$ cat config.mk
export PLATFORM = sky130hd
export DESIGN_NAME = cmp_pipe
export DESIGN_NICKNAME = d
export VERILOG_FILES = /design/src/rtl/cmp_pipe.sv
export SDC_FILE = /design/constraint.sdc
export NUM_CORES = 1
export LEC_CHECK = 0
export ABC_AREA = 1
export CAP_MARGIN = 15
export CORE_ASPECT_RATIO = 0.75
export CORE_MARGIN = 2
export CORE_UTILIZATION = 31
export DETAILED_ROUTE_END_ITERATION = 10
export PLACE_DENSITY = 0.69
export SLEW_MARGIN = 20
export SYNTH_ARGS = -nofsm -noshare
export SYNTH_HDL_FRONTEND = slang
export SYNTH_SLANG_ARGS = --single-unit
$ cat constraint.sdc
create_clock -name clk -period 3 [get_ports clk]
set_input_delay 0.9 -clock clk [delete_from_list [all_inputs] [get_ports clk]]
set_output_delay 0.9 -clock clk [all_outputs]
set_load 0.1 [all_outputs]
$ cat src/rtl/cmp_pipe.sv
`default_nettype none
// ============================================================================
//  Module      : cmp_pipe
//  Description : Joins two operand streams, applies an elaboration-selected
//                comparison, and buffers the 1-bit results in a 2-entry FIFO.
//  Revision    : 1.0 - initial release
// ============================================================================
module cmp_pipe #(
    parameter int TDIN0       = 16,
    parameter int TDIN1       = 16,
    parameter int DIN0_SIGNED = 0,
    parameter int DIN1_SIGNED = 0,
    parameter int OP          = 0,
    parameter int INVERT      = 0
) (
    input  logic             clk,
    input  logic             rst,
    input  logic [TDIN0-1:0] din0_data,
    input  logic             din0_valid,
    output logic             din0_ready,
    input  logic [TDIN1-1:0] din1_data,
    input  logic             din1_valid,
    output logic             din1_ready,
    output logic             dout_data,
    output logic             dout_valid,
    input  logic             dout_ready
);

    // One guard bit makes a zero-extended unsigned operand safe to compare signed.
    localparam int c_w     = ((TDIN0 > TDIN1) ? TDIN0 : TDIN1) + 1;
    localparam int c_op_eq = 0;
    localparam int c_op_ne = 1;
    localparam int c_op_lt = 2;
    localparam int c_op_le = 3;
    localparam int c_op_gt = 4;
    localparam int c_op_ge = 5;

    generate
        if (OP < c_op_eq || OP > c_op_ge) begin : g_op_invalid
            $error("cmp_pipe: OP must be in the range 0..5");
        end
    endgenerate

    logic signed [c_w-1:0] w_a;
    logic signed [c_w-1:0] w_b;
    logic                  w_cmp;
    logic                  w_res;
    logic                  w_push;
    logic                  w_pop;

    logic [1:0]            r_count;
    logic                  r_wptr;
    logic                  r_rptr;
    logic [1:0]            r_mem;

    generate
        if (DIN0_SIGNED != 0) begin : g_a_sext
            assign w_a = {{(c_w-TDIN0){din0_data[TDIN0-1]}}, din0_data};
        end else begin : g_a_zext
            assign w_a = {{(c_w-TDIN0){1'b0}}, din0_data};
        end
        if (DIN1_SIGNED != 0) begin : g_b_sext
            assign w_b = {{(c_w-TDIN1){din1_data[TDIN1-1]}}, din1_data};
        end else begin : g_b_zext
            assign w_b = {{(c_w-TDIN1){1'b0}}, din1_data};
        end
    endgenerate

    always_comb begin
        w_cmp = 1'b0;
        case (OP)
            c_op_eq: w_cmp = (w_a == w_b);
            c_op_ne: w_cmp = (w_a != w_b);
            c_op_lt: w_cmp = (w_a <  w_b);
            c_op_le: w_cmp = (w_a <= w_b);
            c_op_gt: w_cmp = (w_a >  w_b);
            c_op_ge: w_cmp = (w_a >= w_b);
            default: w_cmp = 1'b0;
        endcase
        w_res = w_cmp ^ (INVERT != 0);
    end

    // A full buffer refuses input even when it is draining, so ready never sees dout_ready.
    assign w_push     = din0_valid & din1_valid & (r_count != 2'd2) & ~rst;
    assign w_pop      = (r_count != 2'd0) & dout_ready;
    assign din0_ready = w_push;
    assign din1_ready = w_push;
    assign dout_valid = (r_count != 2'd0);
    assign dout_data  = r_mem[r_rptr];

    always_ff @(posedge clk or posedge rst) begin
        if (rst) begin
            r_count <= 2'd0;
            r_wptr  <= 1'b0;
            r_rptr  <= 1'b0;
            r_mem   <= 2'b00;
        end else begin
            if (w_push) begin
                r_mem[r_wptr] <= w_res;
                r_wptr        <= ~r_wptr;
            end
            if (w_pop) begin
                r_rptr <= ~r_rptr;
            end
            case ({w_push, w_pop})
                2'b10:   r_count <= r_count + 2'd1;
                2'b01:   r_count <= r_count - 2'd1;
                default: r_count <= r_count;
            endcase
        end
    end

endmodule
`default_nettype wire

After elaboration in Yosys (flattened, before gate mapping). Index checks and enable logic that the tools add are counted.

Bits in registers: 6. Bits of input ports: 37. Output and inout bits: 4. Logic and storage cells: 29.

Add/subtract/negate cells: 2. Magnitude comparators: 3. Equal/unequal tests: 4. Muxes and demuxes: 6. Bitwise operators: 7. Reduce and logical (&&, ||, !) cells: 3.

Operators by type and width (count): $eq A16 B16 Y1 (1); $and A1 B1 Y1 (4); $lt A1 B2 Y1 const B (2); $pmux W2 S2 (1); $reduce_bool A2 Y1 (2); $mux W1 (3); $not A1 Y1 (3); $add A2 B1 Y2 const B (1); $bwmux W2 (1); $eq A2 B1 Y1 const B (1); $eq A2 B2 Y1 const B (1); $ne A2 B2 Y1 const B (1); $sub A2 B1 Y2 const B (1); $demux W1 S1 (1); $ge A1 B1 Y1 const B (1); $logic_and A1 B1 Y1 (1).

Longest topological paths before layout. Gate-level depths: netlist of run 1.

Depth after elaboration: 5. Gate-level depth with buffers: 8. Gate-level depth less buffers: 8.

Worst setup path before layout of run 1. Ideal clock, no wire load.

Path type: input-to-output. From: input rst. To: output din1_ready. Arrival time: 2.312 ns. Required time: 2.100 ns. Path slack: -0.212 ns. Stages: 4. Buffers on the path: 1. Path through: inv_1 > nand3_4 > clkinv_1 > buf_4.

Cells in the longest elaborated chain, start to end: 2.

Ends and longest elaborated chain: from (decl) (RTL line 17) `input logic rst,`; $not A1 Y1 (RTL line 84) `assign w_push = din0_valid & din1_valid & (r_count != 2'd2) & ~rst;`; $and A1 B1 Y1 (RTL line 84); to (decl) (RTL line 23) `output logic din1_ready,`.

No other way between the ends.

Worst setup path after layout of run 1.
From: input din0_valid. To: output din1_ready.

Cells in the longest elaborated chain, start to end: 3.

Ends and longest elaborated chain: from (decl) (RTL line 19) `input logic din0_valid,`; $and A1 B1 Y1 (3 in series) (RTL line 84).

No other way between the ends.

==> results of run 1 <==
==> synthesized netlist by cell type (2+ instances only) <==
cell type	n	area, um^2
inv_1	29	108.9
nor2_1	25	93.84
dfrtp_1	6	150.1
xnor2_1	2	17.52
xor2_1	2	17.52
nand2_1	41	153.9
nand3_1	2	10.01
o21ai_0	3	15.01
==> final timing paths <==
path,cells past startpoint,start,endpoint
max,6,din0_valid,din1_ready
min,1,r_rptr,r_rptr
max reg2reg,7,r_count[0],r_count[1]
min reg2reg,1,r_rptr,r_rptr
max in group asynchronous,3,rst,r_mem[0]
min in group asynchronous,3,rst,r_count[1]
==> layer usage <==
| layer | part of all wire, % | track usage [%] |
|---|---|---|
| met5 | 0 | 0 |
| met4 | 1.5 | 5.581 |
| met3 | 7.3 | 5.970 |
| met2 | 54 | 30.11 |
| met1 | 37 | 12.82 |
==> power by group <==
part           total [mW]  switching (mW)  internal [mW]
Sequential          0.142          0.0315          0.111
Combinational       0.275           0.158          0.117
Clock              0.0747          0.0294         0.0453
Total               0.492           0.219          0.273
==> sequential cells by signal (all words and copies together), names as in the netlist <==
register	cells
r_count	2
r_mem	2
r_rptr	1
r_wptr	1
==> final cells by class <==
cell class                      count  area share (%)
Tap cell                           24           2.682
Multi-Input combinational cell     81           33.63
Inverter                           31           10.50
Timing Repair Buffer               41           37.77
Sequential cell                     6           13.41
Clock buffer                        3           2.011
==> through the flow <==
stage | hold slack [ns] | setup slack [ns] | instances | instance area [um^2]
5_1_grt | 0.4975 | 0.07725 | 186 | 1120
2_1_floorplan | 0.4545 | 0.2110 | 119 | 651.9
3_5_place_dp | 0.4855 | 0.1547 | 183 | 1097
3_3_place_gp | 0.4724 | 0.1662 | 183 | 1097
4_1_cts | 0.4909 | 0.1337 | 186 | 1120
6_report | 0.4814 | 0.1367 | 186 | 1120
==> kinds of logic (layout without fill, tap and decap cells) <==
| group | Yosys count | after routing | share of synthesized area (%) |
|---|---|---|---|
| multiplexers | 1 | 1 | 1.731 |
| XOR/XNOR | 4 | 4 | 5.386 |
| AO/OA/AOI/OAI | 5 | 5 | 5.576 |
| adder cells (fa/ha/maj) | 1 | 1 | 1.923 |
| flip-flops | 6 | 6 | 23.08 |
| buffers and inverters | 32 | 75 | 19.04 |
| AND/OR/NAND/NOR | 70 | 70 | 43.27 |
==> layout by cell type, fill, tap and decap left out, drive strengths merged, types with 2 or more instances in the layout <==
| master | instances |
|---|---|
| nor2 | 26 |
| xnor2 | 2 |
| o21ai | 3 |
| dfrtp | 6 |
| clkdlybuf4s50 | 36 |
| clkbuf | 3 |
| a21oi | 2 |
| nand2 | 41 |
| buf | 5 |
| xor2 | 2 |
| nand3 | 3 |
| inv | 30 |
==> worst max-delay path, stage by stage <==
cell and delay, ns:
clkdlybuf4s50_1 0.46, inv_1 0.06, a21oi_4 0.13, nand3_4 0.11, clkinv_2 0.12, buf_12 0.18
==> summary.md, run 1 <==
| Metric | Value |
|---|---|
| Most used DFF post-synth | dfrtp_1 |
| Filler Cells Inserted | 206 |
| Resized Gates After CTS | 0 |
| Status | finished, final reports clean |
| Tot Pwr | slightly below 0.5 mW |
| Layout area overhead | 72.11% |
| Area occupied by multi-input gates | approximately 380 um^2 |
| Fin crit share | 95.44% |
| CTS tree | yes |
| GRT overflow | 0 |
| Critical Path AT | 1.96 ns |
| Die W | 56.90 um |
| Via Count | approximately 770 |
| Worst skew pair latency | 0.25 ns |
| First-pass GRT wire length | 2746 um |
| Clock sinks | 6 |
| Initial DRC Count | 18 |
| Ys Warns | 0 |
| R2R setup slack | 1.35 ns |
| PortBufs | 40 |
| Root Driver | clkbuf_4 |
| Register area | 150.1 um^2 |
| Remaining antenna violation count | 0 |
| Synthesized area | 650.6 um^2 |
| TritonRoute pass-1 iters | 4 |
| Std-Cell Rows | 14 |
| Final Core Density | ~56% |
| Detailed Route WL | 1636 um |
| Max_cap viols | 0 |
| Ports | just over 40 |
| Total Neg Setup Slack | 0 ns |
| Die Area | roughly 2500 um^2 |
| Clock tree buffer depth | 2 |
| Worst rel slew slack | between 80% and 90% |
| Critical path required time | 2.10 ns |
| Startpoint Class | input pin |
| Ant diodes | 0 |
| Leakage | 0.6392 nW |
| Post-Syn Instances | around 120 |
| Hold Vio Cnt, Final | 0 |
| Hold Buf Count CTS | 0 |
| Clk_skew | roughly 0.002 ns |
| Post-synth cell types | 17 |
| Avg Cell Area, Syn | ~5.5 um^2 |
| Syn nets | 157 |
| Min Tclk post-route | about 2.9 ns |
| Worst setup path class | input pin to primary output |
| Worst Path Max Fanout | 6 |
| Max Slew Vio Count | 0 |
| DP Wirelength | 1472 um |
| Cts bufs inserted | 3 |
| Setup violators final | 0 |
| RePlAce Congestion | 0.6993 |
| EDFF count, synth | 0 |
| Die Ht | 43.68 um |
| DR WL/cell | 8.796 um |
| RSZ-0062 raised after global routing | false |
| H-tree depth | 1 |
| PwrDens | 439.4 nW/um^2 |
| Initial antenna violation count | 0 |
| Core area | between 1500 and 2000 um^2 |
| GRT Util Overall | 14.75% |
| Vias in the first global route | ~720 |
| Endpoint type of the worst setup path | primary output |
| Fin nets | between 200 and 250 |
| Post-CTS setup buffers | 0 |
| DRC violations left | 0 |
| Flops & latches, synth | 6 |
| Fraction of layout cells with a size suffix above 1 | 8.642% |
| Largest net degree at the start of global routing | 7 |
| Post-synthesis sequential area ratio | approximately 23% |
| Starting Density | approximately a third |
| Peak supply drop | 0.3869 mV |
| Least-Margin Pin Slew | 0.2810 ns |
| Async S/R FF share, synth | 100.0% |
| Vias/cell | slightly above 4 |
| Worst hold path type | flop to flop |
| Reg clk slew, reported paths | around 0.040 ns |
| Achievable Freq | 349.3 MHz |
(Power assumes the default switching activity.)
==> run 2: changes to the inputs <==
--- a/config.mk
+++ b/config.mk
@@ -12,2 +12,3 @@
 export CORE_UTILIZATION = 31
+export CTS_CLUSTER_DIAMETER = 30
 export DETAILED_ROUTE_END_ITERATION = 10
--- a/constraint.sdc
+++ b/constraint.sdc
@@ -3,2 +3,2 @@
 set_output_delay 0.9 -clock clk [all_outputs]
-set_load 0.1 [all_outputs]
+set_load 0.05 [all_outputs]
==> summary.md, run 2 (synthesis gave the netlist of run 1 again) <==
| Metric | Value |
|---|---|
| Status | finished, final reports clean (unchanged) |
| Worst hold path type | flop to flop (unchanged) |
| Starting Density | 32.58% (unchanged) |
| Total Neg Setup Slack | 0 ns (unchanged) |
| Die Area | 2485 um^2 (unchanged) |
| Setup violators final | 0 (unchanged) |
| Comb pwr share | 53.0% (was 55.9%) |
| Startpoint Class | input pin (unchanged) |
| CP delay by family, top | buffers and inverters (unchanged) |
| Clock tree buffer depth | 2 (unchanged) |
| DRC violations left | 0 (unchanged) |
| DP Area | 1101 um^2 (was 1097 um^2) |
| DP Wirelength | 1398 um (was 1472 um) |
| Least-Margin Pin Slew | 0.4911 ns (was 0.2810 ns) |
| Leakage | 0.6329 nW (was 0.6392 nW) |
| Worst skew pair latency | 0.24 ns (was 0.25 ns) |
| PwrDens | 401.7 nW/um^2 (was 439.4 nW/um^2) |
| Fin crit share | 95.37% (was 95.44%) |
| Commonest non-fill, non-tap cell in the layout | nand2_1 (unchanged) |
| Worst setup path class | input pin to primary output (unchanged) |
| Die W | 56.90 um (unchanged) |
| Via Count | 784 (was 772) |
| GRT overflow | 0 (unchanged) |
| Post-CTS setup buffers | 0 (unchanged) |
| Critical path required time | 2.10 ns (about the same) |
| Vias in the first global route | 706 (was 717) |
| Peak supply drop | 0.3386 mV (was 0.3869 mV) |
| Worst rel slew slack | 67.16% (was 81.42%) |
| Sw Ratio | 39.11% (was 44.53%) |
| Sw Pwr | 0.1765 mW (was 0.2191 mW) |
| Die Ht | 43.68 um (unchanged) |
| Max Slew Vio Count | 0 (unchanged) |
| Cts bufs inserted | 3 (unchanged) |
| Initial DRC Count | 24 (was 18) |
| Clock share of power | 15.9% (was 15.2%) |
| Hold Buf Count CTS | 0 (unchanged) |
| Achievable Freq | 349.5 MHz (was 349.3 MHz) |
| RSZ-0062 raised after global routing | false (unchanged) |
| Max_cap viols | 0 (unchanged) |
| Layout area overhead | 72.69% (was 72.11%) |
| H-tree depth | 1 (unchanged) |
| Hold Vio Cnt, Final | 0 (unchanged) |
| Clk_skew | 0.0002276 ns (was 0.001992 ns) |
| Ports | 41 (unchanged) |
| Worst-path cell chain | clkdlybuf4s50_1, inv_1, a21oi_4, nand3_4, clkinv_1, buf_12 (was clkdlybuf4s50_1, inv_1, a21oi_4, nand3_4, clkinv_2, buf_12) |
| First-pass GRT wire length | 2732 um (was 2746 um) |
| Std-Cell Rows | 14 (unchanged) |
| PortBufs | 40 (unchanged) |
| Pre-CTS WS | 0.1532 ns (was 0.1547 ns) |
| Fraction of layout cells with a size suffix above 1 | 6.790% (was 8.642%) |
| Endpoint type of the worst setup path | primary output (unchanged) |
| Fin area | 1124 um^2 (was 1120 um^2) |
| Worst stage delay on the critical path | 0.45 ns (was 0.46 ns) |
| Critical Path AT | 1.96 ns (about the same) |
| Leading cell types in the layout, fill and taps excluded | nand2_1, clkdlybuf4s50_1, inv_1 (unchanged) |
| Largest net degree at the start of global routing | 7 (unchanged) |
| Internal power | 0.2749 mW (was 0.2729 mW) |
| Vias/cell | 4.215 (was 4.151) |
| Root Driver | clkbuf_4 (unchanged) |
| RePlAce Congestion | 0.6816 (was 0.6993) |
| Sequential power share | 31.1% (was 28.9%) |
| Reg clk slew, reported paths | 0.04 ns (about the same) |
| Clock sinks | 6 (unchanged) |
| Buf+Inv Stages, Crit Path | 4 (unchanged) |
| Core area | 1997 um^2 (unchanged) |
| Top flop regs | r_count x2, r_mem x2 (unchanged) |
| Crit path max-delay cell type | clkdlybuf4s50_1 (unchanged) |
| Resized Gates After CTS | 0 (unchanged) |
| CTS tree | yes (unchanged) |
| Initial antenna violation count | 0 (unchanged) |
| Min Tclk post-route | 2.861 ns (was 2.863 ns) |
| Detailed Route WL | 1537 um (was 1636 um) |
| DR WL/cell | 8.263 um (was 8.796 um) |
| GRT Util Overall | 14.24% (was 14.75%) |
| Worst Path Max Fanout | 6 (unchanged) |
| Fin nets | 202 (unchanged) |
| Ant diodes | 0 (unchanged) |
| TritonRoute pass-1 iters | 3 (was 4) |
| Final Core Density | 56.27% (was 56.08%) |
| Remaining antenna violation count | 0 (unchanged) |
| Worst Setup Slack, final | 0.1388 ns (was 0.1367 ns) |
run 2: worst paths after layout:
path                       startpoint         end  slack [ns]  cells past startpoint
max                        din0_valid  din1_ready        0.14                      6
min                            r_rptr      r_rptr        0.48                      1
max reg2reg                r_count[0]  r_count[1]        1.41                      7
min reg2reg                    r_rptr      r_rptr        0.48                      1
max in group asynchronous         rst  r_count[0]        1.88                      3
min in group asynchronous         rst      r_rptr        1.01                      3
run 2: through the flow:
step | power (mW) | hold WS [ns] | instances
3_5_place_dp | 0.3810 | 0.4799 | 183
2_1_floorplan | 0.2832 | 0.4545 | 119
6_report | 0.4514 | 0.4805 | 186
4_1_cts | 0.4563 | 0.4891 | 186
5_1_grt | 0.4913 | 0.5155 | 186
3_3_place_gp | 0.3710 | 0.4720 | 183
run 2: layout make-up:
cell class | count | area (um^2)
Clock buffer | 3 | 22.52
Fill cell | 204 | 873.3
Inverter | 31 | 116.4
Multi-Input combinational cell | 81 | 376.6
Sequential cell | 6 | 150.1
Tap cell | 24 | 30.03
Timing Repair Buffer | 41 | 427.9
run 2: metal layers:
metal,vias to the layer above,track usage [%],share of wire [%],wire length [um]
met5,-,0,0,0
met4,0,4.186,0.91,14
met3,2,5.075,8.2,126
met2,24,27.59,52,804
met1,331,14.47,39,592
li1,427,-,-,-
run 2: power by group through the flow:
stage | registers (mW) | logic (mW) | clock network (mW)
6_report | 0.140 | 0.239 | 0.0718
3_5_place_dp | 0.141 | 0.240 | 0
2_1_floorplan | 0.135 | 0.148 | 0
4_1_cts | 0.141 | 0.241 | 0.0745
5_1_grt | 0.145 | 0.264 | 0.0824
3_3_place_gp | 0.139 | 0.232 | 0
==> run 3: changes to the inputs <==
Clock period 3 ns to 3.1 ns, I/O delays scaled along.
==> summary.md, run 3 (synthesis gave the netlist of run 1 again) <==
| Metric | Value |
|---|---|
| Critical path required time | 2.17 ns (was 2.10 ns) |
| Clock tree buffer depth | 2 (unchanged) |
| Leakage | 0.6329 nW (unchanged) |
| Core area | 1997 um^2 (unchanged) |
| Starting Density | 32.58% (unchanged) |
| Detailed Route WL | 1560 um (was 1537 um) |
| GRT overflow | 0 (unchanged) |
| Total Neg Setup Slack | 0 ns (unchanged) |
| Die W | 56.90 um (unchanged) |
| Reg clk slew, reported paths | 0.04 ns (about the same) |
| Remaining antenna violation count | 0 (unchanged) |
| CTS tree | yes (unchanged) |
| Resized Gates After CTS | 0 (unchanged) |
| Min Tclk post-route | 2.921 ns |
| Worst skew pair latency | 0.24 ns (about the same) |
| Top flop regs | r_count x2, r_mem x2 (unchanged) |
| Max_cap viols | 0 (unchanged) |
| Achievable Freq | 342.3 MHz |
| DR WL/cell | 8.387 um (was 8.263 um) |
| Worst Path Max Fanout | 6 (unchanged) |
| Root Driver | clkbuf_4 (unchanged) |
| Least-Margin Pin Slew | 0.4911 ns (about the same) |
| Worst hold path type | flop to flop (unchanged) |
| Hold Vio Cnt, Final | 0 (unchanged) |
| Vias in the first global route | 725 (was 706) |
| Fraction of layout cells with a size suffix above 1 | 6.790% (unchanged) |
| Vias/cell | 4.188 (was 4.215) |
| TritonRoute pass-1 iters | 4 (was 3) |
| Post-CTS setup buffers | 0 (unchanged) |
| DRC violations left | 0 (unchanged) |
| Fin crit share | 94.24% |
| Fin cells | 186 (unchanged) |
| Clk_skew | 0.0002020 ns (was 0.0002276 ns) |
| Initial DRC Count | 19 (was 24) |
| Worst stage delay on the critical path | 0.45 ns (about the same) |
| Peak supply drop | 0.3025 mV (was 0.3386 mV) |
| Worst rel slew slack | 67.16% (about the same) |
| Cts bufs inserted | 3 (unchanged) |
| Ant diodes | 0 (unchanged) |
| Die Ht | 43.68 um (unchanged) |
| Std-Cell Rows | 14 (unchanged) |
| Worst setup path class | input pin to primary output (unchanged) |
| Worst-path cell chain | clkdlybuf4s50_1, inv_1, a21oi_4, nand3_4, clkinv_1, buf_12 (unchanged) |
| Leading cell types in the layout, fill and taps excluded | nand2_1, clkdlybuf4s50_1, inv_1 (unchanged) |
| First-pass GRT wire length | 2773 um (was 2732 um) |
| Max Slew Vio Count | 0 (unchanged) |
| Status | finished, final reports clean (unchanged) |
| RSZ-0062 raised after global routing | false (unchanged) |
| Largest net degree at the start of global routing | 7 (unchanged) |
| Dpl cells | 183 (unchanged) |
| Fin nets | 202 (unchanged) |
| Initial antenna violation count | 0 (unchanged) |
| PortBufs | 40 (unchanged) |
| Critical Path AT | 1.99 ns (was 1.96 ns) |
| Final Core Density | 56.27% (unchanged) |
| Hold Buf Count CTS | 0 (unchanged) |
| Fin area | 1124 um^2 (unchanged) |
| Startpoint Class | input pin (unchanged) |
| PwrDens | 387.5 nW/um^2 (was 401.7 nW/um^2) |
| Ports | 41 (unchanged) |
| H-tree depth | 1 (unchanged) |
| Commonest non-fill, non-tap cell in the layout | nand2_1 (unchanged) |
| Layout area overhead | 72.69% (unchanged) |
| DP Wirelength | 1390 um (was 1398 um) |
| RePlAce Congestion | 0.6647 (was 0.6816) |
| Endpoint type of the worst setup path | primary output (unchanged) |
| Crit path max-delay cell type | clkdlybuf4s50_1 (unchanged) |
| Setup violators final | 0 (unchanged) |
| Die Area | 2485 um^2 (unchanged) |
| GRT Util Overall | 14.30% (was 14.24%) |
| Via Count | 779 (was 784) |
| Clock sinks | 6 (unchanged) |
| DP Area | 1101 um^2 (unchanged) |
## run 3: final timing paths
check                           slack, ns  cells after the start         end       start
max in group asynchronous            1.95                      3  r_count[0]         rst
worst max register to register       1.53                      7  r_count[1]  r_count[0]
worst min register to register       0.48                      1      r_rptr      r_rptr
worst min-delay path                 0.48                      1      r_rptr      r_rptr
min in group asynchronous            1.04                      3      r_rptr         rst
worst max-delay path                 0.18                      6  din0_ready  din0_valid
## run 3: routing by layer
layer | vias up | wire length (um) | global-route usage, %
li1 | 429 | - | -
met1 | 324 | 603 | 14.84
met2 | 24 | 812 | 27.59
met3 | 2 | 130 | 4.776
met4 | 0 | 14 | 4.186
met5 | - | 0 | 0
## run 3: stage by stage
step	hold slack [ns]	setup WS [ns]	total power, mW
global route	0.5155	0.1210	0.4763
detailed placement	0.4799	0.1944	0.3680
CTS	0.4891	0.1645	0.4409
finish	0.4805	0.1786	0.4354
floorplan	0.4545	0.2790	0.2741
global placement	0.4720	0.2079	0.3590
## run 3: cell type report
cell class | instances | area (um^2)
Inverter | 31 | 116.4
Sequential cell | 6 | 150.1
Fill cell | 217 | 873.3
Multi-Input combinational cell | 81 | 376.6
Timing Repair Buffer | 41 | 427.9
Clock buffer | 3 | 22.52
Tap cell | 24 | 30.03
## run 3: report_power, final
group | switching, mW | internal (mW) | total (mW)
registers | 0.0289 | 0.107 | 0.136
logic | 0.115 | 0.115 | 0.230
clock network | 0.0253 | 0.0436 | 0.0689
## run 3: worst max-delay path, delay by kind of cell
family | cells | cell delay [ns]
buffers and inverters | 4 | 0.81
and+or+nand+nor | 1 | 0.11
AOI/OAI and AO/OA | 1 | 0.13
